[config.mk]
export PLATFORM = sky130hd
export DESIGN_NAME = ext_alu_arbiter
export DESIGN_NICKNAME = d
export VERILOG_FILES = /design/src/rtl/ext_alu_arbiter.sv
export SDC_FILE = /design/constraint.sdc
export NUM_CORES = 1
export LEC_CHECK = 0
export CAP_MARGIN = 20
export CORE_ASPECT_RATIO = 1.1
export CORE_MARGIN = 3
export CORE_UTILIZATION = 32
export DETAILED_ROUTE_END_ITERATION = 16
export PLACE_DENSITY = 0.77
export SLEW_MARGIN = 0
export SYNTH_ARGS = -nofsm -noshare
export SYNTH_HDL_FRONTEND = slang
export SYNTH_SLANG_ARGS = --single-unit
[constraint.sdc]
create_clock -name clk -period 1.95 [get_ports clk]
set_input_delay 0.2925 -clock clk [delete_from_list [all_inputs] [get_ports clk]]
set_output_delay 0.2925 -clock clk [all_outputs]
set_load 0.02 [all_outputs]
[src/rtl/ext_alu_arbiter.sv]
// Two-port round-robin front end for a shared extended ALU: grants one request,
// sequences it through a single execute cycle, and holds the response until accepted.
module ext_alu_arbiter (
  input  logic        clk,
  input  logic        rst,

  input  logic        req0_valid,
  output logic        req0_ready,
  input  logic [2:0]  req0_func,
  input  logic [31:0] req0_src1,
  input  logic [31:0] req0_src0,

  input  logic        req1_valid,
  output logic        req1_ready,
  input  logic [2:0]  req1_func,
  input  logic [31:0] req1_src1,
  input  logic [31:0] req1_src0,

  output logic        rsp_valid,
  input  logic        rsp_ready,
  output logic        rsp_id,
  output logic [31:0] rsp_data,
  output logic        rsp_ov,
  output logic        rsp_zr,
  output logic        rsp_neg,
  output logic        rsp_err,

  output logic [31:0] alu_src1,
  output logic [31:0] alu_src0,
  output logic [2:0]  alu_func,
  input  logic [31:0] alu_dst,
  input  logic        alu_ov,
  input  logic        alu_zr,
  input  logic        alu_neg,

  output logic        busy,
  output logic [15:0] op_cnt
);

  typedef enum logic [1:0] {
    IDLE = 2'd0,
    EXEC = 2'd1,
    RESP = 2'd2
  } state_t;

  localparam logic [2:0] FUNC_UNDEF = 3'b111;

  state_t      state_q, state_d;
  logic        last_q, last_d;
  logic        id_q, id_d;
  logic [2:0]  func_q, func_d;
  logic [31:0] src1_q, src1_d;
  logic [31:0] src0_q, src0_d;
  logic        ov_q, ov_d;
  logic        zr_q, zr_d;
  logic        neg_q, neg_d;
  logic        err_q, err_d;
  logic        rsp_valid_q, rsp_valid_d;
  logic [15:0] op_cnt_q, op_cnt_d;
  logic        grant0, grant1;

  always_comb begin
    state_d     = state_q;
    last_d      = last_q;
    id_d        = id_q;
    func_d      = func_q;
    src1_d      = src1_q;
    src0_d      = src0_q;
    ov_d        = ov_q;
    zr_d        = zr_q;
    neg_d       = neg_q;
    err_d       = err_q;
    rsp_valid_d = rsp_valid_q;
    op_cnt_d    = op_cnt_q;
    grant0      = 1'b0;
    grant1      = 1'b0;

    case (state_q)
      IDLE: begin
        // last_q names the port granted most recently; the other one wins a tie
        if (req0_valid && (!req1_valid || last_q)) begin
          grant0 = 1'b1;
        end else if (req1_valid) begin
          grant1 = 1'b1;
        end
        if (grant0 || grant1) begin
          id_d   = grant1;
          last_d = grant1;
          func_d = grant1 ? req1_func : req0_func;
          src1_d = grant1 ? req1_src1 : req0_src1;
          src0_d = grant1 ? req1_src0 : req0_src0;
          ov_d   = 1'b0;
          zr_d   = 1'b0;
          neg_d  = 1'b0;
          if (func_d == FUNC_UNDEF) begin
            err_d       = 1'b1;
            rsp_valid_d = 1'b1;
            state_d     = RESP;
          end else begin
            err_d   = 1'b0;
            state_d = EXEC;
          end
        end
      end
      EXEC: begin
        ov_d        = alu_ov;
        zr_d        = alu_zr;
        neg_d       = alu_neg;
        rsp_valid_d = 1'b1;
        state_d     = RESP;
      end
      RESP: begin
        if (rsp_ready) begin
          rsp_valid_d = 1'b0;
          state_d     = IDLE;
          if (op_cnt_q != 16'hFFFF) begin
            op_cnt_d = op_cnt_q + 16'd1;
          end
        end
      end
      default: begin
        state_d = IDLE;
      end
    endcase
  end

  always_ff @(posedge clk) begin
    if (rst) begin
      state_q     <= IDLE;
      last_q      <= 1'b1;
      id_q        <= 1'b0;
      func_q      <= '0;
      src1_q      <= '0;
      src0_q      <= '0;
      ov_q        <= 1'b0;
      zr_q        <= 1'b0;
      neg_q       <= 1'b0;
      err_q       <= 1'b0;
      rsp_valid_q <= 1'b0;
      op_cnt_q    <= '0;
    end else begin
      state_q     <= state_d;
      last_q      <= last_d;
      id_q        <= id_d;
      func_q      <= func_d;
      src1_q      <= src1_d;
      src0_q      <= src0_d;
      ov_q        <= ov_d;
      zr_q        <= zr_d;
      neg_q       <= neg_d;
      err_q       <= err_d;
      rsp_valid_q <= rsp_valid_d;
      op_cnt_q    <= op_cnt_d;
    end
  end

  // Reset suppresses the combinational grant so no handshake completes in a reset cycle
  assign req0_ready = grant0 & ~rst;
  assign req1_ready = grant1 & ~rst;

  assign alu_src1  = src1_q;
  assign alu_src0  = src0_q;
  assign alu_func  = func_q;

  assign rsp_valid = rsp_valid_q;
  assign rsp_id    = id_q;
  assign rsp_data  = err_q ? '0 : alu_dst;
  assign rsp_ov    = ov_q;
  assign rsp_zr    = zr_q;
  assign rsp_neg   = neg_q;
  assign rsp_err   = err_q;

  assign busy   = (state_q != IDLE);
  assign op_cnt = op_cnt_q;

endmodule

======== Word-level counts from Yosys, hierarchy flattened ========
Index checks and enable logic that the tools add are counted.
operators by class
  $add $sub $neg .......................... 1
  equal/unequal tests ..................... 7
  mux-type cells .......................... 24
  bitwise logic cells ..................... 3
  reductions and logical operators ........ 13
operators by type and width
  cell                     count
  $mux W32                 3
  $add A16 B1 Y16 const B  1
  $ne A16 B16 Y1 const B   1
  $mux W1                  12
  $mux W2                  3
  $ne A2 B2 Y1 const B     3
  $pmux W1 S2              3
  $pmux W2 S3              1
  $reduce_and A2 Y1        3
  $reduce_and A4 Y1        1
  $reduce_bool A2 Y1       2
  $eq A3 B3 Y1 const B     1
  $mux W3                  1
  $pmux W1 S3              1
  $reduce_and A3 Y1        1
  $reduce_bool A3 Y1       1
  $and A1 B1 Y1            2
  $eq A2 B1 Y1 const B     1
  $eq A2 B2 Y1 const B     1
  $logic_not A2 Y1         1
  $logic_or A1 B1 Y1       2
  $logic_and A1 B1 Y1      1
  $logic_not A1 Y1         1
  $not A1 Y1               1
word-level totals
  flip-flop bits (word level) ............. 92
  bits of input ports ..................... 174
  output and inout port bits .............. 124
  logic and storage cells ................. 60

======== Depth between registers and ports, before layout ========
Gate-level depths: netlist (run 1).
  depth in word-level cells ............... 10
  depth in mapped cells ................... 6
  gate-level depth less buffers ........... 5

======== Worst setup path before layout (run 1) ========
Ideal clock, no wire load.
  path kind ............................... flip-flop to flip-flop
  start point ............................. reg op_cnt_q[0], in the netlist op_cnt[0]
  end point ............................... reg op_cnt_q[8], in the netlist op_cnt[8]
  setup time .............................. 0.070 ns
  arrival time ............................ 1.962 ns
  required time ........................... 1.880 ns
  path slack .............................. -0.081 ns
  stages on the path, launching flop included .. 7
  buffers on the path ..................... 1
  clock period less this slack ............ 2.031 ns
  cells stage by stage .................... dfxtp_1 -> ha_1 -> nand2_1 -> or3_1 -> buf_2 -> or4_1 -> a21oi_1
between the ends
  cells in the longest elaborated chain, start to end .. 2
  elaborated cells on any way between the ends .. 3
  classes of those cells .................. 1 x add/sub; 1 x eq/ne; 1 x reduce/logical
RTL lines
  element                                                  RTL line  text
  from (decl)                                              59        logic [15:0] op_cnt_q, op_cnt_d;
  from (signal assigned)                                   153       op_cnt_q <= op_cnt_d;
  branches (longest 2 deep; another with $add A16 B1 Y16)  --
Several ways; the timed one is not identified.
A chain may end at the register's enable or synchronous reset.

======== Final worst setup path (run 1) ========
  start point ............................. reg err_q, in the netlist rsp_err
  end point ............................... out rsp_data[2]
between the ends
  cells in the longest elaborated chain, start to end .. 1
RTL lines
  element                 RTL line  text
  from (decl)             57        logic err_q, err_d;
  from (signal assigned)  151       err_q <= err_d;
  $mux W32                167       assign rsp_data = err_q ? '0 : alu_dst;
  to (decl)               22        output logic [31:0] rsp_data,
No other way between the ends.

==> flow_summary.ini, run 1 <==
[route]
wirelength_mm = 15.6
wl_met1_mm = 5.87
drt_first_pass_iters = 5
dr.max_layer_used = met4
dr_wl_met3_mm = 1.32
vias = 4796
wl_met2_mm = 8.00
drtIter0Drc = 152
wire_per_inst_um = 16.1
antenna_left = 0
avgViaCountPerCell = 4.95
drc = 0

[worst_setup_path]
worstSetupPathType = flop to output port
critPathArrivalTime_ns = 1.59
cp_data_required_time_ns = 1.66
crit_fanout = 33
crit_path_end_kind = output port
startpoint_type = flop
r2r_slack_ns = 0.11

[sta]
fin_crit_sh = 0.964
slew_headroom = 0.630
slew_violations = 0
finalHoldViolCount = 0
fin_crit_ns = 1.88
clock-skew-final_ns = 0.00547
setup-tns-final_ns = 0
finalWorstSetupSlack_ns = 0.0695
rsz0062_at_grt = false
fmax_mhz = 532
setup_viol = 0
tightest_slew_ns = 0.554

[final_layout]
mostFrequentLayoutCells = clkdlybuf4s50_1 (290), dfxtp_1 (90), nor2_1 (79)
fin_area_sq_mm = 0.00796
multi_input_area_sq_mm = 0.00239
area.sequential_sq_mm = 0.00184
n_fill_cell = 1143
area_growth_pct = 81.3
drive_gt1_frac = 0.0701
num-nets-final = 955
antenna_cells = 0
layout_commonest_cell = clkdlybuf4s50_1

[clock_network]
cts_tree = built
h-tree-depth = 3
clock-sinks = 92
clk_pin_slew_ns = 0.06
insertion_delay_ns = 0.33
clockBufferDepth = 2
ctsRootBufferMaster = clkbuf_16
cts_setup_buffers = 0
postCtsHoldBufs = 0
numCtsBuffers = 9

[global_route]
track_usage = 0.198
grt_pass1_vias = 4734
grt_max_degree = 75
grt_pass1_wl_mm = 24.5
antenna_found_initial = 0
grt_overflow = 0

[floorplanning]
dieArea_sq_mm = 0.0152
fp.dieW_um = 118
pin_count = 298
fp.dieH_um = 129
start_util = 0.330
std_cell_rows = 44
core_sq_mm = 0.0133

[yosys]
syn_area_per_cell_sq_um = 9.02
synth_cells = 487
ys_seq_area_frac = 0.419
yosys_warnings = 0
synth.distinct_cells = 39
ys_ff_latch = 92
synth_area_sq_mm = 0.00439
syn_nets = 662

[hold_path]
hold_path_class = primary input to flop

[power_and_ir_drop]
total_power_w = 0.00595
powerDensity_mw_per_mm2 = 748
worst_ir_drop_vdd_mv = 0.536
p_leak_nw = 2.98

[flow_run]
cap_violations = 0

[run_status]
status = finished, final reports clean

[place]
hpwlAfterDp_mm = 12.4
gp_congestion = 0.820
io_buffer_count = 297
place_area_sq_mm = 0.00769
post-place-ws_ns = -0.173
==> sequential cells by signal, indices dropped and copies added, names as in the netlist <==
name and cells:
alu_func 3, alu_src0 32, rsp_valid 1, last_q 1
rsp_ov 1, rsp_zr 1, rsp_id 1, alu_src1 32
state_q 2, op_cnt 16, rsp_neg 1, rsp_err 1
==> cell usage after synthesis <==
cell type,number,area [sq um]
mux2_2,3,33.8
nand3_1,9,45.0
or3_2,2,15.0
a311oi_1,1,8.76
o21ai_0,4,20.0
a211oi_1,67,503
a21oi_1,17,85.1
inv_1,4,15.0
or4_2,1,8.76
or3_1,3,18.8
nand4_1,4,25.0
a221o_1,1,10.0
mux2i_1,68,681
o41ai_1,2,17.5
nand3b_1,2,15.0
and3b_1,1,8.76
nor4b_1,1,8.76
nor3b_1,1,7.51
nor2_1,80,300
nand3_2,1,10.0
clkbuf_1,15,56.3
dfxtp_1,92,1840
nor3_1,8,40.0
and3_1,3,18.8
nand2_1,7,26.3
a22oi_1,4,30.0
and3_2,1,7.51
or4b_2,1,10.0
nor4_1,3,18.8
buf_2,24,120
o31ai_1,8,60.1
a21boi_0,1,7.51
and4_1,2,17.5
nor2b_1,37,231
or2_2,1,6.26
and2_1,1,6.26
o21bai_1,1,7.51
or4_1,5,37.5
ha_1,1,12.5
==> logic make-up after synthesis <==
| kind of cell | after synthesis | synth area share |
|---|---|---|
| simple gates | 174 | 0.201 |
| compound gates | 106 | 0.171 |
| fa+ha+maj | 1 | 0.00285 |
| flops | 92 | 0.419 |
| buf+inv | 43 | 0.0436 |
| mux | 71 | 0.163 |
==> through the flow <==
stage | util | hold slack [ns] | std cells
final | 0.598 | 0.233 | 969
after global routing | 0.598 | 0.222 | 969
after CTS | 0.597 | 0.216 | 969
after detailed placement | 0.577 | 0.469 | 953
after global placement | 0.577 | 0.463 | 953
after floorplan | - | 0.455 | 487
==> metal layers <==
layer | vias up | global-route usage
met3 | 27 | 0.0620
met4 | 0 | 0.0710
met5 | - | 0
met2 | 227 | 0.366
li1 | 2377 | -
met1 | 2165 | 0.213
==> worst max-delay path, cell delays in order (launching register included) <==
cell and delay, ns:
dfxtp_1 0.33, buf_12 0.16, nor2b_1 0.13, clkdlybuf4s50_1 0.61
==> report_power, final <==
group	leakage, nW	internal (W)	switching, W	total (W)
Combinational	2.10	0.00111	0.00103	0.00213
Clock	0.124	0.000903	0.000690	0.00159
Sequential	0.761	0.00210	0.000127	0.00223
==> cell type report <==
type,count,area share
clock buffers,15,0.0324
clock inverters,1,0.000943
inverters,4,0.00189
multi-input cells,352,0.301
flip-flops and latches,92,0.232
well taps,184,0.0289
repair buffers,321,0.404
==> what timing repair did <==
item	CTS	global route
setup endpoints to repair	3	8
cloned	0	0
gates resized for setup	3	9
==> path summary, 6_finish.rpt <==
kind | to | cells after the start | from
worst min register to register | rsp_valid | 2 | rsp_valid
worst max register to register | op_cnt[8] | 5 | op_cnt[0]
worst min-delay path | last_q | 2 | rst
worst max-delay path | rsp_data[2] | 3 | rsp_err
Power figures use the tool's default switching activity.
==> inputs of run 2 (changes only) <==
==> constraint.sdc (replaced) <==
create_clock -name clk -period 1.7 [get_ports clk]
set_input_delay 0.255 -clock clk [delete_from_list [all_inputs] [get_ports clk]]
set_output_delay 0.255 -clock clk [all_outputs]
set_load 0.02 [all_outputs]
==> run 2 against run 1 <==
Count of clock-buffer cells in the layout fell by 6. Global-route usage decreased by 0.066 points. First-iteration DRC count increased by 88%. Register-to-register slack got worse by 0.07 ns. Sequential power is 14% higher. Largest power group unchanged. Largest cell class unchanged. Critical path type unchanged.
==> flow_summary.ini, run 2 (synthesis gave the netlist of run 1 again) <==
[sta]
setup-tns-final_ns = 0
rsz0062_at_grt = true
setup_viol = 0
clock-skew-final_ns = 0.00905
finalHoldViolCount = 0
finalWorstSetupSlack_ns = 0.0213
fmax_mhz = 596
tightest_slew_ns = 0.528
slew_violations = 0
slew_headroom = 0.648
fin_crit_sh = 0.987
fin_crit_ns = 1.68

[clock_network]
ctsRootBufferMaster = clkbuf_16
numCtsBuffers = 9
h-tree-depth = 3
clockBufferDepth = 2
cts_tree = built
postCtsHoldBufs = 0
clk_pin_slew_ns = 0.06
clock-sinks = 92
insertion_delay_ns = 0.35

[route]
wirelength_mm = 16.2
vias = 4947
drt_first_pass_iters = 5
antenna_left = 0
drtIter0Drc = 286
drc = 0
wire_per_inst_um = 16.5
avgViaCountPerCell = 5.04

[worst_setup_path]
startpoint_type = flop
max_stage_delay_ns = 0.35
ff2ff_path_depth = 6
reg2reg_to = op_cnt[10]
crit_path_end_kind = output port
r2r_slack_ns = 0.04
critPathArrivalTime_ns = 1.42
crit_fanout = 6
worstSetupPathType = flop to output port
cp_data_required_time_ns = 1.44
crit_chain = buf_4 > nor2b_1 > clkdlybuf4s15_1
rr_startpoint = op_cnt[0]
worst_path_max_delay_cell = clkdlybuf4s15_1

[global_route]
grt_overflow = 0
grt_max_degree = 72
grt_pass1_wl_mm = 24.3
track_usage = 0.197
antenna_found_initial = 0
grt_pass1_vias = 4887

[final_layout]
n_fill_cell = 1139
layout_commonest_cell = clkdlybuf4s50_1
finalNonFillerCells = 981
area_growth_pct = 85.7
mostFrequentLayoutCells = clkdlybuf4s50_1 (248), dfxtp_1 (81), nor2_1 (78)
antenna_cells = 0
num-nets-final = 967
fin_area_sq_mm = 0.00816
drive_gt1_frac = 0.114

[floorplanning]
pin_count = 298
fp.dieH_um = 129
core_sq_mm = 0.0133
fp.dieW_um = 118
dieArea_sq_mm = 0.0152
start_util = 0.330
std_cell_rows = 44

[place]
dp.cells = 959
place_area_sq_mm = 0.00776
hpwlAfterDp_mm = 12.2
io_buffer_count = 297
gp_congestion = 0.872
post-place-ws_ns = -0.336

[hold_path]
hold_start = rst
holdPathEnd = last_q
hold_path_class = primary input to flop
whs_path_depth = 2

[power_and_ir_drop]
total_power_w = 0.00705
worst_ir_drop_vdd_mv = 0.541
powerDensity_mw_per_mm2 = 864
p_leak_nw = 3.27

[run_status]
status = finished, final reports clean

[flow_run]
cap_violations = 0
-- run 2: changes by cell type in the layout (fill, tap and decap cells not counted), sizes merged, moves of 3 or more --
cell,change
clkdlybuf4s50,-42
dlygate4sd2,+37
buf,+12
clkbuf,-5
clkinv,+3
dlymetal6s2s,+3
inv,+3
-- run 2: per-layer routing --
metal | global-route usage | vias up | wire length (um)
met3 | 0.0593 | 40 | 1240
met5 | 0 | - | 0
li1 | - | 2386 | -
met2 | 0.346 | 238 | 8110
met1 | 0.220 | 2283 | 6250
met4 | 0.0938 | 0 | 584
-- run 2: where the power goes --
group	switching, W	internal (W)
registers	0.000146	0.00241
logic	0.00121	0.00127
clock network	0.000872	0.00115
-- run 2: critical path, delay by kind of cell (launching register included) --
| kind | cells | cell delay, ns |
|---|---|---|
| and+or+nand+nor | 1 | 0.24 |
| DFF | 1 | 0.33 |
| buffers and inverters | 2 | 0.51 |
-- run 2: layout make-up --
cell class	count	area, sq um	share of cell area
Timing Repair Buffer	333	3290	0.403
Multi-Input combinational cell	352	2460	0.302
Sequential cell	92	1860	0.228
Tap cell	184	230	0.0282
Clock buffer	9	225	0.0276
Clock inverter	7	72.6	0.00890
Inverter	4	15.0	0.00184
-- run 2: worst max-delay path by stage --
stage,from,to,slack [ns],cells past startpoint
floorplan,op_cnt[1],op_cnt[8],-0.06,6
detailed placement,req0_valid,req1_ready,-0.34,4
global placement,rsp_ready,op_cnt[14],-0.30,6
CTS,req0_valid,req1_ready,0.003,4
global route,op_cnt[0],op_cnt[10],-0.02,6
finish,rsp_err,rsp_data[25],0.02,3
-- run 2: what timing repair did --
item,in CTS,in global routing
setup buffers,2,2
endpoints found under the hold margin,0,0
resized for setup,51,21
gates cloned,0,2
pin swaps,5,3
setup endpoints to repair,45,94
-- run 2: per-stage QoR --
step | util | hold slack [ns]
floorplan | - | 0.418
global placement | 0.583 | 0.461
detailed placement | 0.583 | 0.470
CTS | 0.603 | 0.179
global route | 0.612 | 0.196
finish | 0.612 | 0.192
